===== src/rtl/sprite_loader_pkg.sv =====
// Shared types and constants for the sprite RAM loader and the colour mapper.
package sprite_pkg;

  localparam int ADDR_W = 11;
  localparam int DATA_W = 8;

  typedef logic [ADDR_W-1:0] sprite_addr_t;
  typedef logic [DATA_W-1:0] pal_idx_t;

  typedef enum logic [2:0] {
    IDLE,
    ADDR_HI,
    ADDR_LO,
    LEN_HI,
    LEN_LO,
    DATA,
    CHK
  } loader_state_t;

  // Solid-colour entries at the top of the sprite RAM
  localparam sprite_addr_t SPR_BG_ADDR      = 11'd1704;
  localparam sprite_addr_t SPR_TERRAIN_ADDR = 11'd1705;
  localparam sprite_addr_t SPR_BLANK_ADDR   = 11'd1706;

  localparam pal_idx_t     PAL_MAX       = 8'd31;
  localparam pal_idx_t     FILL_IDX      = 8'd18;
  localparam pal_idx_t     SYNC_BYTE     = 8'hA5;
  localparam sprite_addr_t RESERVED_BASE = SPR_BG_ADDR;

endpackage


===== src/rtl/sprite_loader_if.sv =====
// Byte-stream input and sprite RAM write port of the loader, with status pulses.
interface sprite_loader_if;
  import sprite_pkg::*;

  pal_idx_t     in_data;
  logic         in_valid;
  logic         in_ready;
  logic         abort;
  logic         we;
  sprite_addr_t write_address;
  pal_idx_t     data_in;
  logic         busy;
  logic         done;
  logic         err;
  logic         range_err;

  modport master (
    output in_data, in_valid, abort,
    input  in_ready, we, write_address, data_in, busy, done, err, range_err
  );

  modport slave (
    input  in_data, in_valid, abort,
    output in_ready, we, write_address, data_in, busy, done, err, range_err
  );
endinterface


===== src/rtl/sprite_loader_write_stage.sv =====
// Registered sprite RAM write port: palette clamp, sticky range flag, optional
// write protection of the solid-colour entries (SPRITE_LOADER_PROTECT_EN).
module sprite_write_stage
  import sprite_pkg::*;
(
  input  logic         clk,
  input  logic         reset_n,
  input  logic         wr_req_i,
  input  sprite_addr_t wr_addr_i,
  input  pal_idx_t     wr_byte_i,
  input  logic         clr_range_i,
  output logic         protected_o,
  output logic         we_o,
  output sprite_addr_t addr_o,
  output pal_idx_t     data_o,
  output logic         range_err_o
);

  logic         we_q, range_q;
  sprite_addr_t addr_q;
  pal_idx_t     data_q, data_d;
  logic         out_of_range;

  assign out_of_range = wr_byte_i > PAL_MAX;
  assign data_d       = out_of_range ? FILL_IDX : wr_byte_i;

`ifdef SPRITE_LOADER_PROTECT_EN
  assign protected_o = wr_addr_i >= RESERVED_BASE;
`else
  assign protected_o = 1'b0;
`endif

  // NOTE: registers use non-blocking assignments so every flop samples pre-edge values.
  always_ff @(posedge clk or negedge reset_n) begin
    if (!reset_n) begin
      we_q    <= 1'b0;
      addr_q  <= '0;
      data_q  <= '0;
      range_q <= 1'b0;
    end else begin
      we_q <= wr_req_i & ~protected_o;
      if (wr_req_i) begin
        addr_q <= wr_addr_i;
        data_q <= data_d;
      end
      if (clr_range_i)
        range_q <= 1'b0;
      else if (wr_req_i && out_of_range)
        range_q <= 1'b1;
    end
  end

  assign we_o        = we_q;
  assign addr_o      = addr_q;
  assign data_o      = data_q;
  assign range_err_o = range_q;

endmodule


===== src/rtl/sprite_loader.sv =====
// Packet parser that writes palette indices into sprite RAM from a byte stream.
// Optional: SPRITE_LOADER_PROTECT_EN blocks writes at or above the solid-colour entries.
module sprite_loader
  import sprite_pkg::*;
(
  input  logic            clk,
  input  logic            reset_n,
  sprite_loader_if.slave  bus
);

  loader_state_t state_q, state_d;
  sprite_addr_t  addr_q, addr_d;
  logic [10:0]   len_q, len_d;
  pal_idx_t      chk_q, chk_d;
  logic          prot_q, prot_d;
  logic          done_q, done_d;
  logic          err_q, err_d;
  logic          rdy_q;
  logic          xfer, wr_req, clr_range, addr_protected;

  // abort discards whatever byte is on the bus in the same cycle
  assign xfer = bus.in_valid & rdy_q & ~bus.abort;

  // NOTE: every always_comb output gets a default first so no latch is inferred.
  always_comb begin
    state_d   = state_q;
    addr_d    = addr_q;
    len_d     = len_q;
    chk_d     = chk_q;
    prot_d    = prot_q;
    done_d    = 1'b0;
    err_d     = 1'b0;
    wr_req    = 1'b0;
    clr_range = 1'b0;
    case (state_q)
      IDLE:
        if (xfer && bus.in_data == SYNC_BYTE) begin
          state_d   = ADDR_HI;
          chk_d     = '0;
          prot_d    = 1'b0;
          clr_range = 1'b1;
        end
      ADDR_HI: if (xfer) begin addr_d = {bus.in_data[2:0], addr_q[7:0]}; state_d = ADDR_LO; end
      ADDR_LO: if (xfer) begin addr_d = {addr_q[10:8], bus.in_data};     state_d = LEN_HI;  end
      LEN_HI:  if (xfer) begin len_d  = {bus.in_data[2:0], len_q[7:0]};  state_d = LEN_LO;  end
      LEN_LO:
        if (xfer) begin
          len_d = {len_q[10:8], bus.in_data};
          if (len_d == '0) begin
            err_d   = 1'b1;
            state_d = IDLE;
          end else begin
            state_d = DATA;
          end
        end
      DATA:
        if (xfer) begin
          wr_req = 1'b1;
          addr_d = addr_q + 11'd1;
          chk_d  = chk_q ^ bus.in_data;
          len_d  = len_q - 11'd1;
          prot_d = prot_q | addr_protected;
          if (len_q == 11'd1) state_d = CHK;
        end
      CHK:
        if (xfer) begin
          if (bus.in_data == chk_q && !prot_q) done_d = 1'b1;
          else                                 err_d  = 1'b1;
          state_d = IDLE;
        end
      default: state_d = IDLE;
    endcase
    if (bus.abort) state_d = IDLE;
  end

  always_ff @(posedge clk or negedge reset_n) begin
    if (!reset_n) begin
      state_q <= IDLE;
      addr_q  <= '0;
      len_q   <= '0;
      chk_q   <= '0;
      prot_q  <= 1'b0;
      done_q  <= 1'b0;
      err_q   <= 1'b0;
      rdy_q   <= 1'b0;
    end else begin
      state_q <= state_d;
      addr_q  <= addr_d;
      len_q   <= len_d;
      chk_q   <= chk_d;
      prot_q  <= prot_d;
      done_q  <= done_d;
      err_q   <= err_d;
      rdy_q   <= 1'b1;
    end
  end

  sprite_write_stage u_write_stage (
    .clk         (clk),
    .reset_n     (reset_n),
    .wr_req_i    (wr_req),
    .wr_addr_i   (addr_q),
    .wr_byte_i   (bus.in_data),
    .clr_range_i (clr_range),
    .protected_o (addr_protected),
    .we_o        (bus.we),
    .addr_o      (bus.write_address),
    .data_o      (bus.data_in),
    .range_err_o (bus.range_err)
  );

  assign bus.in_ready = rdy_q;
  assign bus.busy     = state_q != IDLE;
  assign bus.done     = done_q;
  assign bus.err      = err_q;

endmodule


===== src/flat_wrapper.sv =====
// flat-port wrapper written by rule: the top's interface ports become plain ports
module sprite_loader_flat import sprite_pkg::*;
  (clk, reset_n, bus_in_data, bus_in_valid, bus_abort, bus_in_ready, bus_we, bus_write_address, bus_data_in, bus_busy, bus_done, bus_err, bus_range_err);
  sprite_loader_if bus_i ();
  input  logic clk;
  input  logic reset_n;
  input wire logic [$bits(bus_i.in_data)-1:0] bus_in_data;
  input wire logic [$bits(bus_i.in_valid)-1:0] bus_in_valid;
  input wire logic [$bits(bus_i.abort)-1:0] bus_abort;
  output wire logic [$bits(bus_i.in_ready)-1:0] bus_in_ready;
  output wire logic [$bits(bus_i.we)-1:0] bus_we;
  output wire logic [$bits(bus_i.write_address)-1:0] bus_write_address;
  output wire logic [$bits(bus_i.data_in)-1:0] bus_data_in;
  output wire logic [$bits(bus_i.busy)-1:0] bus_busy;
  output wire logic [$bits(bus_i.done)-1:0] bus_done;
  output wire logic [$bits(bus_i.err)-1:0] bus_err;
  output wire logic [$bits(bus_i.range_err)-1:0] bus_range_err;
  assign bus_i.in_data = bus_in_data;
  assign bus_i.in_valid = bus_in_valid;
  assign bus_i.abort = bus_abort;
  assign bus_in_ready = bus_i.in_ready;
  assign bus_we = bus_i.we;
  assign bus_write_address = bus_i.write_address;
  assign bus_data_in = bus_i.data_in;
  assign bus_busy = bus_i.busy;
  assign bus_done = bus_i.done;
  assign bus_err = bus_i.err;
  assign bus_range_err = bus_i.range_err;
  sprite_loader u_core (.clk(clk), .reset_n(reset_n), .bus(bus_i));
endmodule

===== config.mk =====
export PLATFORM = sky130hd
export DESIGN_NAME = sprite_loader_flat
export DESIGN_NICKNAME = d
export VERILOG_FILES = /design/src/rtl/sprite_loader_pkg.sv /design/src/rtl/sprite_loader_if.sv /design/src/rtl/sprite_loader_write_stage.sv /design/src/rtl/sprite_loader.sv /design/src/flat_wrapper.sv
export SDC_FILE = /design/constraint.sdc
export NUM_CORES = 1
export LEC_CHECK = 0
export BUFFER_PORTS_ARGS = -buffer_cell sky130_fd_sc_hd__clkbuf_2
export CAP_MARGIN = 25
export CORE_AREA = 2 2 123 95
export DETAILED_ROUTE_END_ITERATION = 10
export DIE_AREA = 0 0 125 97
export HOLD_SLACK_MARGIN = 0.03
export PLACE_DENSITY_LB_ADDON = 0.15
export SLEW_MARGIN = 25
export SYNTH_ARGS = -nofsm -noshare
export SYNTH_HDL_FRONTEND = slang
export SYNTH_HIERARCHICAL = 1
export SYNTH_SLANG_ARGS = --single-unit

===== constraint.sdc =====
create_clock -name clk -period 3.75 [get_ports clk]
set_input_delay 0.75 -clock clk [delete_from_list [all_inputs] [get_ports clk]]
set_output_delay 0.75 -clock clk [all_outputs]
set_load 0.03 [all_outputs]

# --- Yosys cells after proc, flatten, opt, wreduce, memory -nomap -nowiden ---
# Index checks and enable logic that the tools add are counted.
classes:
  n_addsub: 2
  order_cmp: 1
  eq_ne: 23
  n_mux: 35
  n_bitwise: 8
  reduce_logical: 17
op_table:
  columns: ["operator", "count"]
  rows:
  - ["11-bit case mux with 3 select lines", 2]
  - ["11-bit two-way mux", 3]
  - ["8-bit two-way mux", 4]
  - ["3-bit two-way mux", 10]
  - ["3-bit by 2-bit != test with 1-bit output, second input constant", 8]
  - ["3-bit case mux with 7 select lines", 1]
  - ["8-bit case mux with 2 select lines", 1]
  - ["4-bit AND reduction", 4]
  - ["1-bit two-way mux", 13]
  - ["2-bit by 1-bit != test with 1-bit output, second input constant", 6]
  - ["2-bit nonzero test", 6]
  - ["11-bit by 1-bit adder with 11-bit output, second input constant", 1]
  - ["11-bit by 1-bit == test with 1-bit output, second input constant", 1]
  - ["11-bit zero test", 1]
  - ["11-bit by 1-bit subtractor with 11-bit output, second input constant", 1]
  - ["3-bit == test, second input constant", 3]
  - ["8-bit == test", 1]
  - ["8-bit == test, second input constant", 1]
  - ["8-bit by 5-bit > comparator with 1-bit output, second input constant", 1]
  - ["8-bit AND reduction", 1]
  - ["8-bit bitwise XOR", 1]
  - ["3-bit by 2-bit == test with 1-bit output, second input constant", 2]
  - ["1-bit inverter", 5]
  - ["3-bit by 1-bit == test with 1-bit output, second input constant", 1]
  - ["other kinds (6)", 8]
totals:
  regBits: 57
  input_bits: 12
  output_inout_bits: 25

# --- Depth between registers and ports, before layout ---
depth:
  ltp_word: 7
  mapped_depth: 7

# --- Modules after synthesis ---
# The synthesis kept the hierarchy.
by_module_without_submodules:
  columns: ["mod", "n_inst", "cells_per_inst", "area_each_um2", "seq_area_each_um2"]
  rows:
  - ["sprite_loader", 1, 283, 2374.8, 925.9]
  - ["sprite_write_stage", 1, 59, 828.3, 525.5]

# --- Least setup slack after synthesis ---
# OpenSTA, ideal clock, no wires.
synth_timing:
  path_type: "in2reg"
  from: "input port bus_abort"
  to: "register u_core.u_write_stage.addr_q[0] (netlist: u_core/u_write_stage/addr_o[0])"
  arrival_time_ns: 2.182
  required_ns: 3.625
  slack_ns: 1.443
  cell_stages: 6
  cell_sequence: "nand3b_1 > clkbuf_1 > nor2_1 > buf_6 > buf_6 > mux2_4"
synth_between:
  elab_chain_cells: 4
synth_lines:
  columns: ["element", "line_no", "source"]
  rows:
  - ["start: declaration", "flat_wrapper.sv:9", "input wire logic [$bits(bus_i.abort)-1:0] bus_abort;"]
  - ["1-bit inverter", "sprite_loader.sv:22", "assign xfer = bus.in_valid & rdy_q & ~bus.abort;"]
  - ["1-bit bitwise AND", "sprite_loader.sv:22", null]
  - ["1-bit two-way mux", "sprite_loader.sv:57", "if (xfer) begin"]
  - ["1-bit two-way mux", "sprite_loader.sv:35", "case (state_q)"]
  - ["via u_core.wr_req", "sprite_loader.sv:19", "logic xfer, wr_req, clr_range, addr_protected;"]
  - ["end signal: assignment", "sprite_loader_write_stage.sv:43", "addr_q <= wr_addr_i;"]
  - ["end: declaration", "sprite_loader_write_stage.sv:20", "sprite_addr_t addr_q;"]
# The timed path passes the listed nets, and every way through them passes these cells.
# A chain may end at the register's enable or synchronous reset.

# --- Worst setup path in the final report ---
layout_timing:
  from: "register u_core.state_q[2]"
  to: "output port bus_busy"
layout_between:
  elab_chain_cells: 1
layout_lines:
  columns: ["element", "line_no", "source"]
  rows:
  - ["start: declaration", "sprite_loader.sv:11", "loader_state_t state_q, state_d;"]
  - ["start signal: assignment", "sprite_loader.sv:87", "state_q <= state_d;"]
  - ["3-bit nonzero test", "sprite_loader.sv:113", "assign bus.busy = state_q != IDLE;"]
  - ["end: declaration", "flat_wrapper.sv:14", "output wire logic [$bits(bus_i.busy)-1:0] bus_busy;"]
# Every way passes these cells.

==> reports/metrics.cfg <==
[setup_path]
startpoint = u_core/state_q[2]
critPathBufInv = 2
arrival_ns = 1.56
worst-r2r-setup-slack_ns = 1.66
r2r_end = u_core/chk_q[1]
worstSetupPathType = reg2out
reg2reg_from = u_core/state_q[2]
crit_required_ns = 3.00
cp_num_cells = 3
crit_fanout = 14
cp_top_family = flip-flops
end_kind = primary output
startpoint_type = flop
crit_chain = nor3_1 -> inv_1 -> clkbuf_2
critical-path-slowest-cell = dfrtp_1
ff2ff_path_depth = 4
endpoint = bus_busy
critical-path-max-stage-delay_ns = 0.56

[logic_synthesis]
yosysWarnings = 6
synth.cell_area_um2 = 3200
synth_fp_nets = 357
synth_edf_count = 0
seq_area_frac_synth_pct = 45.3
synth-async-reset-ratio_pct = 100
ys_ff_latch = 58
synth_common_cells = dfrtp_1, nand2_1, nor2_1, o21ai_0, a21oi_1
synth_cells = 342
ys.flop_type = dfrtp_1
ys_types = 56
avgSynthCellArea_um2 = 9.37
yosysTopAreaCell = dfrtp_1
synth_most_common_cell = dfrtp_1
synth_area_leaders = dfrtp_1, o21ai_0, nand2_1, o31ai_1, nor2_1
synth_top_area_share_pct = 45.3

[floorplan]
die_w_um = 125
die_y_um = 97
initial_utilization_pct = 29.6
core-area_um2 = 10800
pin_count = 37
core.rowCount = 33
die-area_um2 = 12100

[timing]
fin_crit_ns = 2.31
tightest_slew_ns = 0.796
fin_ws_ns = 1.44
setup_viol = 0
skew_ns = 0.00859
fmax_mhz = 432
rsz0062_at_grt = false
timing.slew.headroom_pct = 46.7
fin_crit_sh_pct = 61.7
tns_ns = 0
hold_viol_final = 0
slew_viol_final = 0

[drt]
vias_per_cell = 5.30
drc = 0
wl_per_cell_um = 16.9
drtAntennaViolNets = 0
drt_iter0_drc = 226
vias = 2744
drt-total-wl_um = 8760
firstDrtPassIters = 4

[clock_network]
cts_buffer_depth = 2
cts_tree = done
cts_hold_buf = 0
post_cts_buffers = 0
ctsResizeCount = 0
cts_buffers = 9
clk_pin_slew_ns = 0.06
htreeDepth = 3
clock_sinks = 58
cts_root_buf = clkbuf_16
clkLatencyLatePin_ns = 0.33

[global_routing]
grt_usage_pct = 15.3
antenna_found_initial = 0
grt_pass1_wl_um = 14600
grt_max_degree = 31
grt_pass1_vias = 2694
grt-ovfl-total = 0

[layout]
drive_gt1_share_pct = 19.8
layout.cells.non_filler = 518
fin_nets = 388
syn_to_final_growth_pct = 18.0
antennaDiodeCount = 0

[run_status]
status = completed

[placement]
post-place-ws_ns = 1.35
routabilityCongestion = 0.800
io_buffers = 36
hpwlAfterDp_um = 5880
place_inst = 502

[min_path]
hp-class = reg2reg

[pwr]
power_density_nw_per_um2 = 393
irDropWorstVdd_mv = 0.203
p_leak_nw = 1.69

[run]
drv_cap = 0

==> per-stage QoR <==
step / power [mW] / util [%] / instance area (µm²) / hold WS [ns]
2_1_floorplan: 0.696 / - / 3200 / 0.454
3_3_place_gp: 0.740 / 32.4 / 3510 / 0.482
3_5_place_dp: 0.740 / 32.4 / 3510 / 0.488
4_1_cts: 1.51 / 35.0 / 3780 / 0.495
5_1_grt: 1.55 / 35.0 / 3780 / 0.522
6_report: 1.49 / 35.0 / 3780 / 0.493
==> placed cells by master, fill, tap and decap left out, drive strengths merged, types with 9 or more instances in the layout <==
cell	instances
dfrtp	58
mux2	11
o21ai	30
nand2	28
clkbuf	47
inv	16
a21oi	17
o22ai	10
nor4	9
o31ai	14
nor2	25
==> kinds of logic after synthesis <==
kind of cell | Yosys count | share of synthesized area (%)
compound gates | 102 | 20.9
xor+xnor | 9 | 2.46
fa+ha+maj | 3 | 1.17
buf+inv | 40 | 5.78
flops | 58 | 45.3
mux | 14 | 5.51
other cells | 2 | 0.234
simple gates | 114 | 18.6
==> report_power, final <==
| part | switching, mW | internal, mW |
|---|---|---|
| logic | 0.0549 | 0.0237 |
| clock network | 0.298 | 0.461 |
| registers | 0.0139 | 0.636 |
==> registers in the layout, summed over array words and instances (netlist names) <==
name and count:
u_core/u_write_stage/addr_o 11, u_core/state_q 3, u_core/bus.done 1, u_core/u_write_stage/range_err_o 1, u_core/u_write_stage/data_o 8, u_core/u_write_stage/we_o 1
u_core/chk_q 8, u_core/prot_q 1, u_core/len_q 11, u_core/bus.in_ready 1, u_core/bus.err 1, u_core/addr_q 11
==> how the worst min path moves through the flow <==
stage / start / end / slack [ns] / cells past startpoint
2_1_floorplan: reset_n / u_core/addr_q[0] / 0.45 / 0
3_3_place_gp: u_core/chk_q[5] / u_core/chk_q[5] / 0.48 / 1
3_5_place_dp: u_core/chk_q[2] / u_core/chk_q[2] / 0.49 / 1
4_1_cts: u_core/chk_q[2] / u_core/chk_q[2] / 0.50 / 1
5_1_grt: u_core/chk_q[2] / u_core/chk_q[2] / 0.52 / 1
6_report: u_core/chk_q[2] / u_core/chk_q[2] / 0.49 / 1
==> per-layer routing <==
metal / share of wire [%] / up-vias / GRT usage (%)
li1: - / 1306 / -
met1: 50 / 1349 / 23.2
met2: 42 / 83 / 20.7
met3: 6.9 / 6 / 4.92
met4: 0.83 / 0 / 3.93
met5: 0 / - / 0
==> layout make-up <==
cell class	instances	area (µm²)
Inverter	16	60.1
Fill cell	1129	7040
Tap cell	140	175
Clock buffer	11	243
Sequential cell	58	1450
Clock inverter	5	30.0
Multi-Input combinational cell	244	1570
Timing Repair Buffer	44	253
No activity file was read; power rests on OpenSTA's default activity.
